[src/rtl/uart_rx_unit.sv]
// uart_rx_unit: 16x-oversampling UART receiver that frames start/data/parity/stop and presents a parallel byte with error flags.
//
// Ports
//   clock       in   1  system clock, rising edge
//   ResetN      in   1  asynchronous active-low reset
//   SerialIn    in   1  serial line, idle high, asynchronous to clock
//   BaudRate    in   2  00=2400 01=4800 10=9600 11=19200 baud
//   ParityType  in   2  00/11=none 01=odd 10=even
//   DataLength  in   1  0=7 data bits, 1=8 data bits
//   StopBits    in   1  0=1 stop bit, 1=2 stop bits
//   DataOut     out  8  received data, LSB first on the line, bit7=0 in 7-bit mode
//   ErrorFlag   out  3  {StopError, StartError, ParityError}
//   ActiveFlag  out  1  high while a frame is being received
//   DoneFlag    out  1  one-cycle pulse, DataOut/ErrorFlag valid
//
// Build option
//   RX_MAJORITY_VOTE_EN  when defined, each bit is the majority of the samples at
//                        ticks 7, 8 and 9; otherwise a single sample at tick 8.
module uart_rx_unit #(
    parameter int CLK_FREQ   = 50_000_000,
    parameter int OVERSAMPLE = 16
) (
    input  logic       clock,
    input  logic       ResetN,
    input  logic       SerialIn,
    input  logic [1:0] BaudRate,
    input  logic [1:0] ParityType,
    input  logic       DataLength,
    input  logic       StopBits,
    output logic [7:0] DataOut,
    output logic [2:0] ErrorFlag,
    output logic       ActiveFlag,
    output logic       DoneFlag
);
    typedef enum logic [2:0] {IDLE, START, DATA, PARITY, STOP, DONE} state_t;

    // Rounded clocks per oversample tick.
    function automatic logic [15:0] baud_div(input int baud);
        return 16'((CLK_FREQ + OVERSAMPLE * baud / 2) / (OVERSAMPLE * baud));
    endfunction

    localparam logic [15:0] DIV_2400  = baud_div(2400);
    localparam logic [15:0] DIV_4800  = baud_div(4800);
    localparam logic [15:0] DIV_9600  = baud_div(9600);
    localparam logic [15:0] DIV_19200 = baud_div(19200);

`ifdef RX_MAJORITY_VOTE_EN
    // Decision is taken on the last of the three vote samples.
    localparam int SAMPLE_TICK = OVERSAMPLE / 2 + 1;
`else
    localparam int SAMPLE_TICK = OVERSAMPLE / 2;
`endif

    logic        sync1_q, sync2_q, rx;
    state_t      state_q, state_d;
    logic        armed_q, armed_d;
    logic [1:0]  baud_q, baud_d;
    logic [1:0]  par_q, par_d;
    logic        len_q, len_d;
    logic        stop_q, stop_d;
    logic [15:0] div_cnt_q, div_cnt_d;
    logic [3:0]  tick_cnt_q, tick_cnt_d;
    logic [2:0]  bit_cnt_q, bit_cnt_d;
    logic        stop_cnt_q, stop_cnt_d;
    logic [7:0]  shift_q, shift_d;
    logic        par_err_q, par_err_d;
    logic        stop_err_q, stop_err_d;
    logic [7:0]  data_q, data_d;
    logic [2:0]  err_q, err_d;
    logic        active_q, active_d;
    logic        done_q, done_d;
`ifdef RX_MAJORITY_VOTE_EN
    logic [1:0]  vote_q, vote_d;
`endif

    logic [15:0] div_sel;
    logic        tick, sample, bit_val, last_data, par_en, par_bad;

    assign rx         = sync2_q;
    assign DataOut    = data_q;
    assign ErrorFlag  = err_q;
    assign ActiveFlag = active_q;
    assign DoneFlag   = done_q;

    always_comb begin
        div_sel   = baud_q == 2'd0 ? DIV_2400 :
                    baud_q == 2'd1 ? DIV_4800 :
                    baud_q == 2'd2 ? DIV_9600 : DIV_19200;
        tick      = div_cnt_q == div_sel - 16'd1;
        // Samples fire on the tick that advances the bit-phase counter onto SAMPLE_TICK.
        sample    = tick && tick_cnt_q == 4'(SAMPLE_TICK - 1);
`ifdef RX_MAJORITY_VOTE_EN
        vote_d    = vote_q;
        if (tick && tick_cnt_q == 4'(SAMPLE_TICK - 3))
            vote_d[0] = rx;
        if (tick && tick_cnt_q == 4'(SAMPLE_TICK - 2))
            vote_d[1] = rx;
        bit_val   = (vote_q[0] & vote_q[1]) | (rx & (vote_q[0] | vote_q[1]));
`else
        bit_val   = rx;
`endif
        last_data = bit_cnt_q == (len_q ? 3'd7 : 3'd6);
        par_en    = par_q[0] ^ par_q[1];
        // Odd parity (01) expects data^parity to be 1, even (10) expects 0.
        par_bad   = bit_val ^ (^shift_q) ^ par_q[0];
        state_d    = state_q;
        armed_d    = armed_q;
        baud_d     = baud_q;
        par_d      = par_q;
        len_d      = len_q;
        stop_d     = stop_q;
        div_cnt_d  = tick ? 16'd0 : div_cnt_q + 16'd1;
        tick_cnt_d = tick ? tick_cnt_q + 4'd1 : tick_cnt_q;
        bit_cnt_d  = bit_cnt_q;
        stop_cnt_d = stop_cnt_q;
        shift_d    = shift_q;
        par_err_d  = par_err_q;
        stop_err_d = stop_err_q;
        data_d     = data_q;
        err_d      = err_q;
        active_d   = active_q;
        done_d     = 1'b0;
        unique case (state_q)
            IDLE: begin
                // A start edge only counts once the line has been seen idle high.
                armed_d = armed_q | rx;
                if (armed_q && !rx) begin
                    state_d    = START;
                    armed_d    = 1'b0;
                    baud_d     = BaudRate;
                    par_d      = ParityType;
                    len_d      = DataLength;
                    stop_d     = StopBits;
                    div_cnt_d  = 16'd0;
                    tick_cnt_d = 4'd0;
                    bit_cnt_d  = 3'd0;
                    stop_cnt_d = 1'b0;
                    shift_d    = 8'd0;
                    par_err_d  = 1'b0;
                    stop_err_d = 1'b0;
                    active_d   = 1'b1;
                end
            end
            START: begin
                if (sample) begin
                    if (!bit_val) begin
                        state_d = DATA;
                    end else begin
                        state_d  = DONE;
                        err_d    = 3'b010;
                        done_d   = 1'b1;
                        active_d = 1'b0;
                    end
                end
            end
            DATA: begin
                if (sample) begin
                    shift_d[bit_cnt_q] = bit_val;
                    bit_cnt_d          = bit_cnt_q + 3'd1;
                    if (last_data)
                        state_d = par_en ? PARITY : STOP;
                end
            end
            PARITY: begin
                if (sample) begin
                    par_err_d = par_bad;
                    state_d   = STOP;
                end
            end
            STOP: begin
                if (sample) begin
                    stop_cnt_d = 1'b1;
                    stop_err_d = stop_err_q | !bit_val;
                    if (!(stop_q && !stop_cnt_q)) begin
                        state_d  = DONE;
                        done_d   = 1'b1;
                        active_d = 1'b0;
                        data_d   = shift_q;
                        err_d    = {stop_err_q | !bit_val, 1'b0, par_err_q};
                    end
                end
            end
            DONE: begin
                // Arms immediately if the line is already back high, so a back-to-back
                // start edge is accepted in the first IDLE cycle; a break keeps it disarmed.
                armed_d = rx;
                state_d = IDLE;
            end
            default: state_d = IDLE;
        endcase
    end

    always_ff @(posedge clock or negedge ResetN) begin
        if (!ResetN) begin
            sync1_q    <= 1'b1;
            sync2_q    <= 1'b1;
            state_q    <= IDLE;
            armed_q    <= 1'b0;
            baud_q     <= 2'd0;
            par_q      <= 2'd0;
            len_q      <= 1'b0;
            stop_q     <= 1'b0;
            div_cnt_q  <= 16'd0;
            tick_cnt_q <= 4'd0;
            bit_cnt_q  <= 3'd0;
            stop_cnt_q <= 1'b0;
            shift_q    <= 8'd0;
            par_err_q  <= 1'b0;
            stop_err_q <= 1'b0;
            data_q     <= 8'd0;
            err_q      <= 3'd0;
            active_q   <= 1'b0;
            done_q     <= 1'b0;
`ifdef RX_MAJORITY_VOTE_EN
            vote_q     <= 2'd0;
`endif
        end else begin
            sync1_q    <= SerialIn;
            sync2_q    <= sync1_q;
            state_q    <= state_d;
            armed_q    <= armed_d;
            baud_q     <= baud_d;
            par_q      <= par_d;
            len_q      <= len_d;
            stop_q     <= stop_d;
            div_cnt_q  <= div_cnt_d;
            tick_cnt_q <= tick_cnt_d;
            bit_cnt_q  <= bit_cnt_d;
            stop_cnt_q <= stop_cnt_d;
            shift_q    <= shift_d;
            par_err_q  <= par_err_d;
            stop_err_q <= stop_err_d;
            data_q     <= data_d;
            err_q      <= err_d;
            active_q   <= active_d;
            done_q     <= done_d;
`ifdef RX_MAJORITY_VOTE_EN
            vote_q     <= vote_d;
`endif
        end
    end
endmodule

[config.mk]
export PLATFORM = sky130hd
export DESIGN_NAME = uart_rx_unit
export DESIGN_NICKNAME = d
export VERILOG_FILES = /design/src/rtl/uart_rx_unit.sv
export SDC_FILE = /design/constraint.sdc
export NUM_CORES = 1
export LEC_CHECK = 0
export CORE_MARGIN = 2
export CORE_UTILIZATION = 65
export CTS_BUF_LIST = sky130_fd_sc_hd__clkbuf_4 sky130_fd_sc_hd__clkbuf_8
export CTS_CLUSTER_DIAMETER = 100
export DETAILED_ROUTE_END_ITERATION = 8
export GPL_TIMING_DRIVEN = 0
export PLACE_DENSITY_LB_ADDON = 0.15
export SLEW_MARGIN = 15
export SYNTH_ARGS = -nofsm -noshare
export SYNTH_HDL_FRONTEND = slang
export SYNTH_SLANG_ARGS = --single-unit
[constraint.sdc]
create_clock -name clock -period 6.4 [get_ports clock]
set_input_delay 0.96 -clock clock [delete_from_list [all_inputs] [get_ports clock]]
set_output_delay 0.96 -clock clock [all_outputs]
set_load 0.01 [all_outputs]
Word level (Yosys, flattened, before mapping)
Index checks and enable logic that the tools add are counted.
- bitwise operators: 6
- equality and inequality tests: 18
- reduce and logical (&&, ||, !) cells: 23
- $add $sub $neg: 4
- mux-type cells: 54
- order comparisons: 2
- operators with widths (kind ; number):
    $mux W16 ; 3
    $mux W3 ; 15
    $add A16 B1 Y16 const B ; 1
    $eq A16 B16 Y1 ; 1
    $mux W1 ; 16
    $mux W8 ; 2
    $ne A2 B2 Y1 const B ; 8
    $pmux W8 S2 ; 1
    $pmux W3 S5 ; 1
    $mux W4 ; 3
    $pmux W3 S2 ; 2
    $reduce_and A3 Y1 ; 4
    $sub A11 B1 Y12 const B ; 1
    $mux W11 ; 1
    $mux W10 ; 1
    $pmux W1 S2 ; 5
    $reduce_bool A2 Y1 ; 5
    $mux W9 ; 1
    $bwmux W8 ; 1
    $reduce_xor A8 Y1 ; 1
    $reduce_and A7 Y1 ; 1
    $eq A3 B2 Y1 const B ; 2
    $eq A3 B3 Y1 const B ; 2
    $reduce_and A6 Y1 ; 1
    21 further kinds ; 28
- input port bits: 9
- logic and storage cells: 126
- output and inout bits: 13
- bits in registers: 59

Longest topological paths before layout
Gate-level depths: netlist of the first run.
- depth after elaboration: 9
- mapped depth: 9
- gate-level depth less buffers: 6

Worst setup path before layout of the first run
OpenSTA, ideal clock, no wires.
- kind: flip-flop to flip-flop
- from: reg div_cnt_q[2]
- to: reg data_q[0] (netlist: DataOut[0])
- arrival time: 2.422 ns
- setup slack: 3.853 ns
- cell stages (with the launch flop): 8
- required time: 6.275 ns
- clock period less this slack: 2.547 ns
- path buffers: 1
- setup time: 0.125 ns
- cells stage by stage: dfrtp_1 -> or4bb_1 -> o22ai_2 -> o31ai_2 -> or3_1 -> or3_1 -> buf_6 -> mux2_4
- word-level cells in the longest chain between the ends: 3
- RTL lines (item ; line ; text):
    start: declaration ; 61 ; logic [15:0] div_cnt_q, div_cnt_d;
    start signal: assignment ; 226 ; div_cnt_q <= div_cnt_d;
    $eq A16 B16 Y1 ; 89 ; tick = div_cnt_q == div_sel - 16'd1;
    $logic_and A1 B1 Y1 ; 91 ; sample = tick && tick_cnt_q == 4'(SAMPLE_TICK - 1);
    $reduce_and A3 Y1 (no line) ; - ;
    end signal: assignment ; 233 ; data_q <= data_d;
    end: declaration ; 68 ; logic [7:0] data_q, data_d;
Every way passes these cells.
A chain may end at the register's enable or synchronous reset.

Worst setup path in the final report of the first run
- from: reg baud_q[0]
- to: reg err_q[2] (netlist: ErrorFlag[2])
- word-level cells in the longest chain between the ends: 9
- elaborated cells between the ends (all ways): 12
- classes of those cells: 1 x add/sub; 5 x eq/ne; 3 x mux; 3 x reduce/logical
- RTL lines (item ; line ; text):
    start: declaration ; 57 ; logic [1:0] baud_q, baud_d;
    start signal: assignment ; 222 ; baud_q <= baud_d;
    $eq A2 B2 Y1 ; 88 ; baud_q == 2'd2 ? DIV_9600 : DIV_19200;
    $mux W9 ; 88 ;
    $mux W10 ; 87 ; baud_q == 2'd1 ? DIV_4800 :
    $mux W11 (*) ; 86 ; div_sel = baud_q == 2'd0 ? DIV_2400 :
    $sub A11 B1 Y12 (*) ; 89 ;
    $eq A16 B16 Y1 (*) ; 89 ;
    $logic_and A1 B1 Y1 (*) ; 91 ;
    $ne A2 B2 Y1 (no line) ; - ;
    $reduce_and A5 Y1 (no line) (*) ; - ;
    end signal: assignment ; 234 ; err_q <= err_d;
    end: declaration ; 69 ; logic [2:0] err_q, err_d;
Every way passes the cells marked *; elsewhere a longest branch is shown, timed or not.

==> results.md, run 1 <==
- The TritonCTS buffer count is 9.
- The leakage power is 1.610 nW.
- The slowest stage of the critical path is the sky130_fd_sc_hd__dfrtp_1 cell.
- The total count of hold-check failures in the final report is 0.
- The tool flagged a number of max-cap violations equal to 0.
- The initialized floorplan defines 25 standard-cell rows.
- Of the cells placed in the final design, the portion with a size suffix greater than 1 is 0.1210.
- The number of antenna diodes in the final layout is 0.
- In this run the power spent charging and discharging nets is 299.3 µW.
- Along the worst path, the maximum fanout reaches 10.
- The combinational group share of total power is 0.214.
- The share of flip-flops with an asynchronous set or reset after synthesis is 1.000.
- At the end of the flow, the number of nets in the layout was 354.
- The share of the clock period used by the worst path after layout is 0.4592.
- The remaining routing DRC violations is 0.
- From left edge to right edge, the die measures 72.80 µm.
- TritonCTS built the clock tree.
- The number of H-tree branching levels is 3.
- The wire-length estimate of the detail-placed layout is 4023 µm.
- Of the total power, registers draw 0.463.
- In the final routed layout, each cell accounts on average for 15.36 µm.
- Entering global routing, the biggest net connects 60 pins.
- The synthesized netlist occupies a cell area of 3077 µm².
- The later pin in the worst-skew pair is clocked with a latency of 340 ps.
- The count of final max-slew check failures came to 0.
- The standard cell core area is 4629 µm².
- The first global-routing pass estimated 10140 µm of wire.
- For this run, the total global-route usage over all layers was measured as 0.2544.
- STA classifies the critical path startpoint as a register.
- At the placement stage, the worst setup path has a slack of 3520 ps.
- The biggest cell delay along the critical path is 460 ps.
- Once the clock tree was built, the setup fixing pass inserted 0 buffers.
- The number of distinct library cell variants in the gate-level netlist after synthesis is 50.
- The primary flip-flop cell chosen by synthesis mapping is sky130_fd_sc_hd__dfrtp_1.
- The Yosys step of the flow raised 0 warnings.
- The number of antenna violations at the first check in global routing was 0.
- The CTS clock-pin slew for the worst setup and hold paths is 70 ps.
- The number of detailed-route iterations in the first pass is 4.
- The worst hold path stage count is 0.
- The worst path setup slack after routing is 3461 ps.
- The final sum of negative setup slack is 0 ps.
- The overflow left after global routing is 0.
- The path with the worst hold slack has its endpoint at bit_val$_DFF_PN1_.
- The routed layout has 2306 vias.
- The starting utilization of the core area is 0.6646.
- The depth of the worst register-to-register path is 8.
- The timing-limited maximum frequency is 340.3 MHz.
- The final setup violation count is 0.
- The post-synthesis instance total is 310.
- The final weighted congestion in routability-driven placement is 0.8989.
- The endpoint of the worst register-to-register path is ErrorFlag[2]$_DFFE_PN0P_.
- The die covers 5300 µm².
- STA classifies the critical path endpoint as a register.
- The synthesized design contains 0 enable-type register cells.
- The post-route core utilization is 0.7638.
- The worst register-to-register path begins at baud_q[0]$_DFFE_PN0P_.
- The worst hold path begins at sync1_q$_DFF_PN1_.
- The data required time at the worst endpoint is 6630 ps.
- In this run the clock root is driven by a sky130_fd_sc_hd__clkbuf_8.
- Of the total power, the share spent switching nets is 0.3061.
- On the final layout, the worst clock skew is 10.73 ps.
- The minimum period implied by the final worst setup slack is 2939 ps.
- The internal power is 678.5 µW.
- Post-CTS repair changed the size of 0 cells.
- From synthesis to final layout, the design area changed by 14.92%.
- For the pin with the worst max-slew slack, the measured transition is 1180 ps.
- The routed wire length is 6159 µm.
- The number of nets handed over by synthesis was 322.
- The number of buffers between clock root and the deepest sink is 2.
- The count of input and output buffers is 21.
- In this run, synthesis produced a sequential element count of 59.
- The number of global-route vias before repair is 2202.
- Once detail routing completed, the nets flagged for antenna violations numbered 0.
- The y dimension of the die is 72.80 µm.
- The count of hold-fix buffers inserted at cts is 0.
- The slack of the worst reg-to-reg path is 3460 ps.
- The worst pin sits at a relative slew slack of 0.2060.
- The class of the most critical hold timing path is register to register.
- Counting every sink on the clock net gives 59.
- The count of pins on the block boundary is 22.
- The cell seen most often among critical-path stages is sky130_fd_sc_hd__or3_1.
- The worst ir drop on vdd is 0.0002758 V.
- The run finished with clean final reports.
- The critical path goes through buf_4 > nor3b_2 > o211ai_1 > or3_1 > or3_1 > clkbuf_1 > nor3_2 > mux2_2.
- The first routing iteration left 332 violations.
- In this run the mean area of a mapped cell was 9.925 µm².
- For this run, the register share of the synthesized area comes to 0.4807.
- The power per unit of standard cell area is 276.5 nW/µm².
- The part of the power in the clock network is 0.323.
- Dividing the detail-routed via count by the number of cells gives 5.751.
- At the worst endpoint, the arrival time is 3160 ps.
- The critical path class is register to register.
- Setup repair after global routing left no endpoint under its margin.
[power by group through the flow]
stage	combinational (mW)	clock [mW]	sequential, mW
3_5_place_dp	0.205	0	0.459
4_1_cts	0.209	0.318	0.452
5_1_grt	0.236	0.336	0.459
6_report	0.209	0.316	0.453
2_1_floorplan	0.162	0	0.449
3_3_place_gp	0.202	0	0.457
[cell usage in the layout (no fill, tap or decap), types with 2 or more instances in the layout]
cell type and count:
sky130_fd_sc_hd__xnor2_1 18, sky130_fd_sc_hd__mux2_4 8, sky130_fd_sc_hd__o21ai_0 8, sky130_fd_sc_hd__nor2_1 32
sky130_fd_sc_hd__clkbuf_1 13, sky130_fd_sc_hd__or3_1 4, sky130_fd_sc_hd__o22ai_1 2, sky130_fd_sc_hd__clkinv_2 2
sky130_fd_sc_hd__inv_1 7, sky130_fd_sc_hd__clkbuf_4 3, sky130_fd_sc_hd__a22oi_1 2, sky130_fd_sc_hd__clkdlybuf4s50_1 20
sky130_fd_sc_hd__dfstp_2 2, sky130_fd_sc_hd__mux2i_1 10, sky130_fd_sc_hd__xor2_1 12, sky130_fd_sc_hd__clkbuf_8 11
sky130_fd_sc_hd__nand3b_1 4, sky130_fd_sc_hd__mux2_2 2, sky130_fd_sc_hd__buf_2 3, sky130_fd_sc_hd__nand3_1 12
sky130_fd_sc_hd__nor2b_1 8, sky130_fd_sc_hd__nor3_1 6, sky130_fd_sc_hd__buf_4 2, sky130_fd_sc_hd__dfrtp_1 57
sky130_fd_sc_hd__nand2_1 39, sky130_fd_sc_hd__and4_1 2, sky130_fd_sc_hd__nand4_1 2, sky130_fd_sc_hd__nand2b_1 4
sky130_fd_sc_hd__ha_1 3, sky130_fd_sc_hd__or4_1 3, sky130_fd_sc_hd__and3_1 6, sky130_fd_sc_hd__nor4b_1 2
sky130_fd_sc_hd__or4bb_1 2, sky130_fd_sc_hd__or2_2 2, sky130_fd_sc_hd__o211ai_1 3, sky130_fd_sc_hd__a21oi_1 9
sky130_fd_sc_hd__nor4_1 5
[layout make-up]
class | count | area [µm²]
Clock inverter | 2 | 10.01
Timing Repair Buffer | 21 | 207.7
Tap cell | 54 | 67.56
Buffer | 18 | 82.58
Inverter | 7 | 26.28
Sequential cell | 59 | 1479
Clock buffer | 14 | 173.9
Multi-Input combinational cell | 226 | 1489
Fill cell | 316 | 1094
[sequential cells by signal, indices dropped and copies added (netlist names), 2 cells and up]
signal / count
par_q: 2
tick_cnt_q: 4
bit_cnt_q: 3
DataOut: 8
ErrorFlag: 3
shift_q: 8
state_q: 3
baud_q: 2
div_cnt_q: 16
[synthesized netlist by cell type, types with 2 or more instances]
library cell / n / area [µm²]
sky130_fd_sc_hd__mux2i_1: 10 / 100.1
sky130_fd_sc_hd__or4_1: 3 / 22.52
sky130_fd_sc_hd__a22oi_1: 2 / 15.01
sky130_fd_sc_hd__mux2_2: 2 / 22.52
sky130_fd_sc_hd__o22ai_1: 2 / 12.51
sky130_fd_sc_hd__or3_1: 4 / 25.02
sky130_fd_sc_hd__and4_1: 2 / 17.52
sky130_fd_sc_hd__nand2b_1: 4 / 25.02
sky130_fd_sc_hd__and3_1: 6 / 37.54
sky130_fd_sc_hd__xnor2_1: 18 / 157.7
sky130_fd_sc_hd__clkbuf_1: 13 / 48.80
sky130_fd_sc_hd__nand2_1: 39 / 146.4
sky130_fd_sc_hd__dfrtp_1: 57 / 1426
sky130_fd_sc_hd__o211ai_1: 3 / 22.52
sky130_fd_sc_hd__or4bb_1: 2 / 22.52
sky130_fd_sc_hd__nor4b_1: 2 / 17.52
sky130_fd_sc_hd__nand4_1: 2 / 12.51
sky130_fd_sc_hd__mux2_4: 8 / 120.1
sky130_fd_sc_hd__or2_2: 2 / 12.51
sky130_fd_sc_hd__buf_2: 3 / 15.01
sky130_fd_sc_hd__nor2b_1: 8 / 50.05
sky130_fd_sc_hd__dfstp_2: 2 / 52.55
sky130_fd_sc_hd__nor2_1: 32 / 120.1
sky130_fd_sc_hd__nand3_1: 12 / 60.06
sky130_fd_sc_hd__nor3_1: 6 / 30.03
sky130_fd_sc_hd__inv_1: 7 / 26.28
sky130_fd_sc_hd__a21oi_1: 9 / 45.04
sky130_fd_sc_hd__ha_1: 3 / 37.54
sky130_fd_sc_hd__nand3b_1: 4 / 30.03
sky130_fd_sc_hd__o21ai_0: 8 / 40.04
sky130_fd_sc_hd__nor4_1: 5 / 31.28
sky130_fd_sc_hd__xor2_1: 12 / 105.1
[critical path: cells and delay by family (launching register included)]
| family | cells | cell delay [ps] |
|---|---|---|
| AOI/OAI and AO/OA | 1 | 170 |
| buffers and inverters | 2 | 470 |
| muxes | 1 | 390 |
| DFF | 1 | 460 |
| and+or+nand+nor | 4 | 1340 |
[worst max path at each step]
stage / slack (ps) / startpoint / cells after the start / end
finish: 3460 / baud_q[0]$_DFFE_PN0P_ / 8 / ErrorFlag[2]$_DFFE_PN0P_
global route: 3360 / baud_q[0]$_DFFE_PN0P_ / 8 / ErrorFlag[2]$_DFFE_PN0P_
CTS: 3480 / baud_q[0]$_DFFE_PN0P_ / 8 / ErrorFlag[2]$_DFFE_PN0P_
detailed placement: 3520 / baud_q[0]$_DFFE_PN0P_ / 8 / ErrorFlag[2]$_DFFE_PN0P_
global placement: 2620 / ResetN / 1 / div_cnt_q[13]$_DFF_PN0_
floorplan: 3850 / div_cnt_q[2]$_DFF_PN0_ / 7 / DataOut[0]$_DFFE_PN0P_
[through the flow]
step | hold slack [ps] | power, mW | cells | area (µm²)
final | 360.5 | 0.9778 | 401 | 3536
after global routing | 365.7 | 1.031 | 401 | 3536
after CTS | 359.5 | 0.9795 | 401 | 3536
after detailed placement | 347.2 | 0.6637 | 385 | 3352
after global placement | 345.5 | 0.6586 | 385 | 3354
after floorplan | 345.2 | 0.6115 | 310 | 3077
[routing by layer]
layer | track usage | routed length [µm] | up-vias
met1 | 0.3211 | 2727 | 1099
met4 | 0.09053 | 111 | 0
li1 | - | - | 1133
met3 | 0.06768 | 255 | 14
met2 | 0.4232 | 3065 | 60
met5 | 0 | 0 | -
[kinds of logic after synthesis]
group / Yosys count / share of synthesized area
simple gates: 138 / 0.2310
fa+ha+maj: 3 / 0.01220
mux: 20 / 0.07890
buf+inv: 25 / 0.03538
flops: 59 / 0.4807
xor+xnor: 30 / 0.08540
compound gates: 35 / 0.07646
Power figures use the tool's default switching activity.
==> run 2: changes to the inputs <==
--- a/config.mk
+++ b/config.mk
@@ -6,7 +6,7 @@
 export NUM_CORES = 1
 export LEC_CHECK = 0
 export CORE_MARGIN = 2
-export CORE_UTILIZATION = 65
+export CORE_UTILIZATION = 61
 export CTS_BUF_LIST = sky130_fd_sc_hd__clkbuf_4 sky130_fd_sc_hd__clkbuf_8
 export CTS_CLUSTER_DIAMETER = 100
 export DETAILED_ROUTE_END_ITERATION = 8
==> constraint.sdc (replaced) <==
create_clock -name clock -period 2.85 [get_ports clock]
set_input_delay 0.4275 -clock clock [delete_from_list [all_inputs] [get_ports clock]]
set_output_delay 0.4275 -clock clock [all_outputs]
set_load 0.01 [all_outputs]
==> run 2 against run 1 <==
Die area up 6.2%. Fmax increased by 5.7%. Wire length shrank 2.1%. First-iteration DRC count is 66% lower. Largest cell class unchanged. Via count is 0.65% higher. Utilization increased by 0.80 points. Sequential share of layout area fell by 1.8 points. Critical path depth did not move. Clock skew down 1.0 ps. Worst hold slack worse by 220 ps.
==> results.md, run 2 (synthesis results as in run 1) <==
- The run finished with clean final reports.
- The worst-case hold slack is 138.6 ps (-221.9 ps).
- The count of final max-slew check failures is 0 (unchanged).
- The count of placed standard cells including taps was 398 (+3.4%).
- The final setup violation count is 0 (unchanged).
- The clock latency on the worst-skew pair was 340 ps (about the same).
- The number of nets in the final layout came to 357 (+0.85%).
- Ranked by flip-flop count, first place goes to div_cnt_q.
- The max capacitance violation total is 0 (unchanged).
- The via count is 2321 (+0.65%).
- The number of detailed-route iterations in the first pass came to 4 (unchanged).
- The number of buffers between clock root and the deepest sink is 2 (unchanged).
- The x dimension of the die is 75.02 µm (+3.0%).
- The most critical setup path has its endpoint at DataOut[0]$_DFFE_PN0P_.
- The maximum number of pins on one net before global-route repair was 60 (unchanged).
- The routing usage on met1 is 0.3149 (-0.006189).
- The share of total power in sequential cells is 0.409 (-0.054).
- The final sum of negative setup slack is 0 ps (unchanged).
- The startpoint class of the critical path is a register.
- The starting DRC count in detailed routing is 112 (-66%).
- The slack of the worst reg-to-reg path is 70 ps (-3390 ps).
- The data required time at the worst endpoint was 3070 ps (-3560 ps).
- The global routing stage identified its most utilized layer as met2.
- The tightest slew margin relative to the limit is 0.5147 (+0.3087).
- The CTS clock-pin slew for the worst setup and hold paths came to 70 ps (about the same).
- The path length in cells of the critical path is 8 (unchanged).
- The signal on the critical path passes through buf_4 > nor3b_2 > o211ai_1 > or3_4 > or3_1 > or3_1 > buf_6 > mux2_4.
- The count of pins on the block boundary came to 22 (unchanged).
- By startpoint and endpoint, the worst setup path is classified as register to register.
- In the layout the commonest cells are sky130_fd_sc_hd__dfrtp_1 (56), sky130_fd_sc_hd__nand2_1 (39), sky130_fd_sc_hd__nor2_1 (32).
- The starting utilization of the core area is 0.6429 (-0.02172).
- The combinational group share of total power is 0.204 (-0.010).
- The floorplan die area is 5628 µm² (+6.2%).
- The number of antenna violations at the first check in global routing was 0 (unchanged).
- The worst path setup slack after routing is 68.68 ps (-3393 ps).
- The net switching power of the design was 709.6 µW (+140%).
- The number of antenna diodes is 0 (unchanged).
- The area growth from synthesis to layout is 20.05%.
- The count of input and output buffers is 21 (unchanged).
- The final weighted congestion in routability-driven placement is 0.8840 (-1.7%).
- The y dimension of the die is 75.02 µm (+3.0%).
- The clock skew is 9.717 ps (-1.016 ps).
- The depth of the worst register-to-register path was 8 (unchanged).
- The post-detailed-route wirelength per cell came to 14.45 µm (-5.9%).
- STA classifies the critical path endpoint as a register.
- The overall power came to 2.483 mW (+150%).
- The clock root buffer is sky130_fd_sc_hd__clkbuf_8.
- Among cell families on the critical path, the largest total delay comes from simple AND/OR/NAND/NOR gates.
- The number of flip-flops in the largest register was 16 (unchanged).
- The worst ir drop on vdd is 0.0004317 V (+57%).
- The TritonCTS buffer count is 9 (unchanged).
- The number of buffers and inverters on the critical path is 2 (unchanged).
- The clock tree from TritonCTS is done.
- The met3 layer usage reported by global route is 0.04284 (-0.02484).
- The sum of net half-perimeters after detailed placement came to 4025 µm (about the same).
- The library cell used most frequently in the layout, excluding fill and tap cells, is sky130_fd_sc_hd__dfrtp_1.
- The timing-limited maximum frequency is 359.5 MHz (+5.7%).
- The overall fraction of global-route tracks in use is 0.2394 (-0.01492).
- The overflow left after global routing is 0 (unchanged).
- The minimum period implied by the final worst setup slack came to 2781 ps (-157.3 ps).
- The remaining routing DRC violations is 0 (unchanged).
- The routed wire length is 6027 µm (-2.1%).
- The sink count of the clock tree is 59 (unchanged).
- The power per unit of standard cell area is 672.1 nW/µm² (+140%).
- The switching share of power came to 0.2858 (-0.02023).
- The count of placed standard cells in the final layout, fillers left out is 417 (+4.0%).
- The remaining number of nets flagged by the antenna check after routing was 0 (unchanged).
- The first-pass GRT wire length is 10060 µm (-0.75%).
- The endpoint of the worst register-to-register path is DataOut[0]$_DFFE_PN0P_.
- The leakage power came to 1.656 nW (+2.8%).
- The mean number of vias per cell came to 5.566 (-3.2%).
- The biggest fanout along the worst timing path was 10 (unchanged).
- The pre-CTS worst setup slack is -50.81 ps (-3571 ps).
- The biggest cell delay along the critical path is 450 ps (about the same).
- For this design, the slowest cell found on the critical path is sky130_fd_sc_hd__dfrtp_2.
- The part of the power in the clock network came to 0.387 (+0.064).
- The measured slew at the worst slew-check pin came to 727.9 ps (-452.2 ps).
- The startpoint of the most critical setup path is baud_q[0]$_DFFE_PN0P_.
- The number of global-route vias before repair came to 2259 (+2.6%).
- The cell seen most often among critical-path stages is sky130_fd_sc_hd__or3_1.
- The data arrival at the endpoint of the critical path came to 3010 ps (-150 ps).
- The global-route met2 utilization is 0.3752 (-0.04799).
- The total count of hold-check failures in the final report came to 0 (unchanged).
- The standard cell core area was 4786 µm² (+3.4%).
- The startpoint identified for the worst register-to-register timing path is baud_q[0]$_DFFE_PN0P_.
- The number of rows created at floorplan came to 25 (unchanged).
- The internal power came to 1.773 mW (+160%).
- The fraction of final layout cells sized beyond drive strength 1 is 0.1571 (+0.03611).
- The class of the most critical hold timing path is input port to asynchronous set/reset pin.
- The share of the clock period used by the worst path after layout was 0.9759 (+0.5167).
- The number of H-tree branching levels is 3 (unchanged).
run 2: cell count changes in the layout (fill, tap and decap cells not counted), sizes merged:
cell,previous run,this run
clkinvlp,0,1
bufinv,0,3
clkbuf,27,24
clkinv,2,0
buf,6,10
run 2: routing by layer:
metal | up-vias | wire (µm)
met5 | - | 0
met4 | 0 | 160
met1 | 1115 | 2758
li1 | 1136 | -
met3 | 17 | 207
met2 | 53 | 2901
run 2: repair_timing:
item	in CTS	in global routing
endpoints found under the setup margin	1	28
hold buffers	0	0
resized for setup	2	8
setup buffers	0	4
pin swaps	0	3
run 2: power by group through the flow:
stage	registers, mW	logic [mW]	clock network [mW]
4_1_cts	1.01	0.472	0.968
2_1_floorplan	1.01	0.364	0
6_report	1.02	0.507	0.960
5_1_grt	1.03	0.570	1.00
3_3_place_gp	1.02	0.455	0
3_5_place_dp	1.03	0.468	0
run 2: per-stage QoR:
stage / utilization / cell area, µm²
floorplan: - / 3077
detailed placement: 0.7038 / 3368
finish: 0.7718 / 3694
global placement: 0.7043 / 3371
CTS: 0.7576 / 3626
global route: 0.7718 / 3694
run 2: cell type report:
class	count	area (µm²)
inverter	7	26.28
multi-input combinational	226	1535
sequential	59	1480
clock inverter	4	97.59
fill	349	1092
buffer	17	80.08
timing repair buffer	25	237.7
tap	67	83.83
clock buffer	12	152.6
run 2: worst min-delay path by stage:
stage	endpoint	slack, ps	cells after the start	from
floorplan	ActiveFlag$_DFFE_PN0P_	130	0	ResetN
global placement	bit_val$_DFF_PN1_	350	0	sync1_q$_DFF_PN1_
detailed placement	bit_val$_DFF_PN1_	350	0	sync1_q$_DFF_PN1_
CTS	DataOut[6]$_DFFE_PN0P_	180	1	ResetN
global route	shift_q[0]$_DFFE_PN0P_	210	1	ResetN
finish	shift_q[0]$_DFFE_PN0P_	140	1	ResetN
==> run 3: changes to the inputs <==
--- a/config.mk
+++ b/config.mk
@@ -12,7 +12,6 @@
 export DETAILED_ROUTE_END_ITERATION = 8
 export GPL_TIMING_DRIVEN = 0
 export PLACE_DENSITY_LB_ADDON = 0.15
-export SLEW_MARGIN = 15
 export SYNTH_ARGS = -nofsm -noshare
 export SYNTH_HDL_FRONTEND = slang
 export SYNTH_SLANG_ARGS = --single-unit
==> run 3 against run 2 <==
Combinational power is essentially flat. Sequential share of layout area shrank 0.16 points. Clock skew down 2.2 ps. Critical path depth stayed put.
==> results.md, run 3 (synthesis results as in run 1) <==
- The flow ran to the end, and the final reports show no timing, DRC or antenna violations.
- The leakage power is 1.664 nW (+0.50%).
- The worst ir drop on vdd was 0.0004662 V (+8.0%).
- The power per unit of standard cell area is 668.1 nW/µm² (-0.60%).
- In this run the critical register-to-register path is launched from baud_q[0]$_DFFE_PN0P_.
- The count of input and output buffers is 21 (unchanged).
- The clock tree from TritonCTS is done.
- The max capacitance violation total was 0 (unchanged).
- The CTS clock-pin slew for the worst setup and hold paths is 70 ps (about the same).
- The count of placed standard cells including taps was 399 (+0.25%).
- The library cells used most frequently in the layout, excluding fill and tap cells, are sky130_fd_sc_hd__dfrtp_1 (56), sky130_fd_sc_hd__nand2_1 (39), sky130_fd_sc_hd__nor2_1 (32).
- The overall fraction of global-route tracks in use is 0.2392 (about the same).
- The data required time at the worst endpoint is 3070 ps (about the same).
- The number of antenna violations at the first check in global routing is 0 (unchanged).
- The remaining number of nets flagged by the antenna check after routing came to 0 (unchanged).
- The floorplan die area is 5628 µm² (unchanged).
- The worst path setup slack after routing is 74.82 ps (+6.142 ps).
- The number of H-tree branching levels was 3 (unchanged).
- Relative to the synthesized area, the layout overhead comes to 20.54%.
- The timing-limited maximum frequency is 360.3 MHz (+0.22%).
- The standard cell core area is 4786 µm² (unchanged).
- The data arrival at the endpoint of the critical path came to 3000 ps (about the same).
- The post-detailed-route wirelength per cell is 14.27 µm (-1.3%).
- The maximum number of pins on one net before global-route repair is 31 (-48%).
- The largest individual stage delay along the critical path comes from the cell sky130_fd_sc_hd__dfrtp_2.
- The tightest slew margin relative to the limit is 0.5134 (-0.001347).
- The count of final max-slew check failures was 0 (unchanged).
- The y dimension of the die came to 75.02 µm (unchanged).
- The starting DRC count in detailed routing was 225 (+100%).
- The endpoint type of the worst setup path is a register.
- The pre-CTS worst setup slack is -46.86 ps (+3.943 ps).
- The number of nets in the final layout is 359 (+0.56%).
- In this run the critical register-to-register path is captured at DataOut[0]$_DFFE_PN0P_.
- The TritonCTS buffer count is 9 (unchanged).
- The slack of the worst reg-to-reg path is 70 ps (about the same).
- The clock latency on the worst-skew pair is 340 ps (about the same).
- The final sum of negative setup slack is 0 ps (unchanged).
- The number of detailed-route iterations in the first pass is 4 (unchanged).
- The number of rows created at floorplan is 25 (unchanged).
- STA classifies the critical path startpoint as a register.
- The starting utilization of the core area was 0.6429 (unchanged).
- The measured slew at the worst slew-check pin came to 723.9 ps (-4.005 ps).
- The final weighted congestion in routability-driven placement was 0.8840 (unchanged).
- The critical path class is register to register.
- The count of placed standard cells in the final layout, fillers left out was 419 (+0.48%).
- The biggest fanout along the worst timing path is 10 (unchanged).
- div_cnt_q holds more flip-flops than any other register.
- The cell area after placement is 3386 µm² (+0.52%).
- The routed wire length is 5979 µm (-0.80%).
- The first-pass GRT wire length was 10030 µm (-0.28%).
- The summed area of non-filler cells in the final layout came to 3709 µm² (+0.41%).
- The minimum period implied by the final worst setup slack is 2775 ps (-6.142 ps).
- The number of flip-flops in the largest register is 16 (unchanged).
- In this run the worst hold path is classified as input port to asynchronous set/reset pin.
- The remaining routing DRC violations was 0 (unchanged).
- The cell seen most often among critical-path stages is sky130_fd_sc_hd__or3_1.
- The layout filler cell count is 341 (-2.3%).
- The final setup violation count is 0 (unchanged).
- The count of pins on the block boundary came to 22 (unchanged).
- The clock root buffer is sky130_fd_sc_hd__clkbuf_8.
- The sum of net half-perimeters after detailed placement came to 4118 µm (+2.3%).
- The overflow left after global routing came to 0 (unchanged).
- The biggest cell delay along the critical path came to 450 ps (about the same).
- The x dimension of the die is 75.02 µm (unchanged).
- The via count is 2326 (+0.22%).
- The number of global-route vias before repair is 2207 (-2.3%).
- The number of buffers between clock root and the deepest sink is 2 (unchanged).
- The overall power is 2.478 mW (-0.19%).
- The mean number of vias per cell came to 5.551 (-0.26%).
- The sink count of the clock tree is 59 (unchanged).
- The number of antenna diodes is 0 (unchanged).
- The total count of hold-check failures in the final report is 0 (unchanged).
- The fraction of final layout cells sized beyond drive strength 1 is 0.1563 (-0.0008929).
- The share of the clock period used by the worst path after layout came to 0.9737 (-0.002155).
- The library cell used most frequently in the layout, excluding fill and tap cells, is sky130_fd_sc_hd__dfrtp_1.
- The depth of the worst register-to-register path is 8 (unchanged).
- The clock skew is 7.488 ps (-2.228 ps).
- Walking the worst path, the cells encountered are buf_4 > nor3b_2 > o211ai_1 > or3_4 > or3_1 > or3_1 > buf_6 > mux2_4.
==> run 3: changes by cell type in the layout (fill, tap and decap cells not counted), sizes merged <==
cell	before	now
buf	10	12
==> run 3: layer usage <==
metal  global-route usage  share of wire
met1               0.3248           0.47
met2               0.3645           0.47
met3              0.04284          0.037
met4               0.1329          0.028
met5                    0              0
==> run 3: stage by stage <==
stage	hold WS, ps	utilization
after detailed placement	352.0	0.7075
after global routing	190.8	0.7749
final	128.6	0.7749
after floorplan	131.9	-
after CTS	152.4	0.7613
after global placement	346.0	0.7043
==> run 3: worst max-delay path: cells and delay by family (launching register included) <==
family	cells	cell delay (ps)
AND/OR/NAND/NOR	4	1330
flip-flops	1	450
buffers and inverters	2	360
multiplexers	1	300
AO/OA/AOI/OAI	1	220
==> run 3: worst max-delay path by stage <==
stage                      startpoint                        to  slack (ps)  cells past startpoint
2_1_floorplan  div_cnt_q[2]$_DFF_PN0_    DataOut[0]$_DFFE_PN0P_         300                      7
3_3_place_gp                   ResetN    div_cnt_q[0]$_DFF_PN0_        -490                      1
3_5_place_dp    baud_q[0]$_DFFE_PN0P_  ErrorFlag[2]$_DFFE_PN0P_         -50                      8
4_1_cts         baud_q[0]$_DFFE_PN0P_    DataOut[0]$_DFFE_PN0P_          30                      8
5_1_grt         baud_q[0]$_DFFE_PN0P_    DataOut[7]$_DFFE_PN0P_         -20                      8
6_report        baud_q[0]$_DFFE_PN0P_    DataOut[0]$_DFFE_PN0P_          70                      8
==> run 3: report_power, final <==
part | total, mW | switching (mW) | leakage [nW] | internal (mW)
sequential | 1.01 | 0.0837 | 0.776 | 0.931
combinational | 0.505 | 0.286 | 0.764 | 0.219
clock | 0.958 | 0.333 | 0.124 | 0.625
==> run 3: cell type report <==
class / count / area (µm²) / share of cell area
tap: 67 / 83.83 / 0.02260
multi-input combinational: 226 / 1529 / 0.4123
clock buffer: 12 / 152.6 / 0.04116
clock inverter: 4 / 97.59 / 0.02632
inverter: 7 / 26.28 / 0.007085
buffer: 18 / 83.83 / 0.02260
sequential: 59 / 1480 / 0.3991
timing repair buffer: 26 / 255.2 / 0.06883
==> run 3: what timing repair did <==
action	in CTS	in global routing
setup endpoints to repair	1	26
pin swaps	0	3
gates resized for setup	2	8
hold buffers	0	0
endpoints found under the hold margin	0	0
setup buffers	0	4
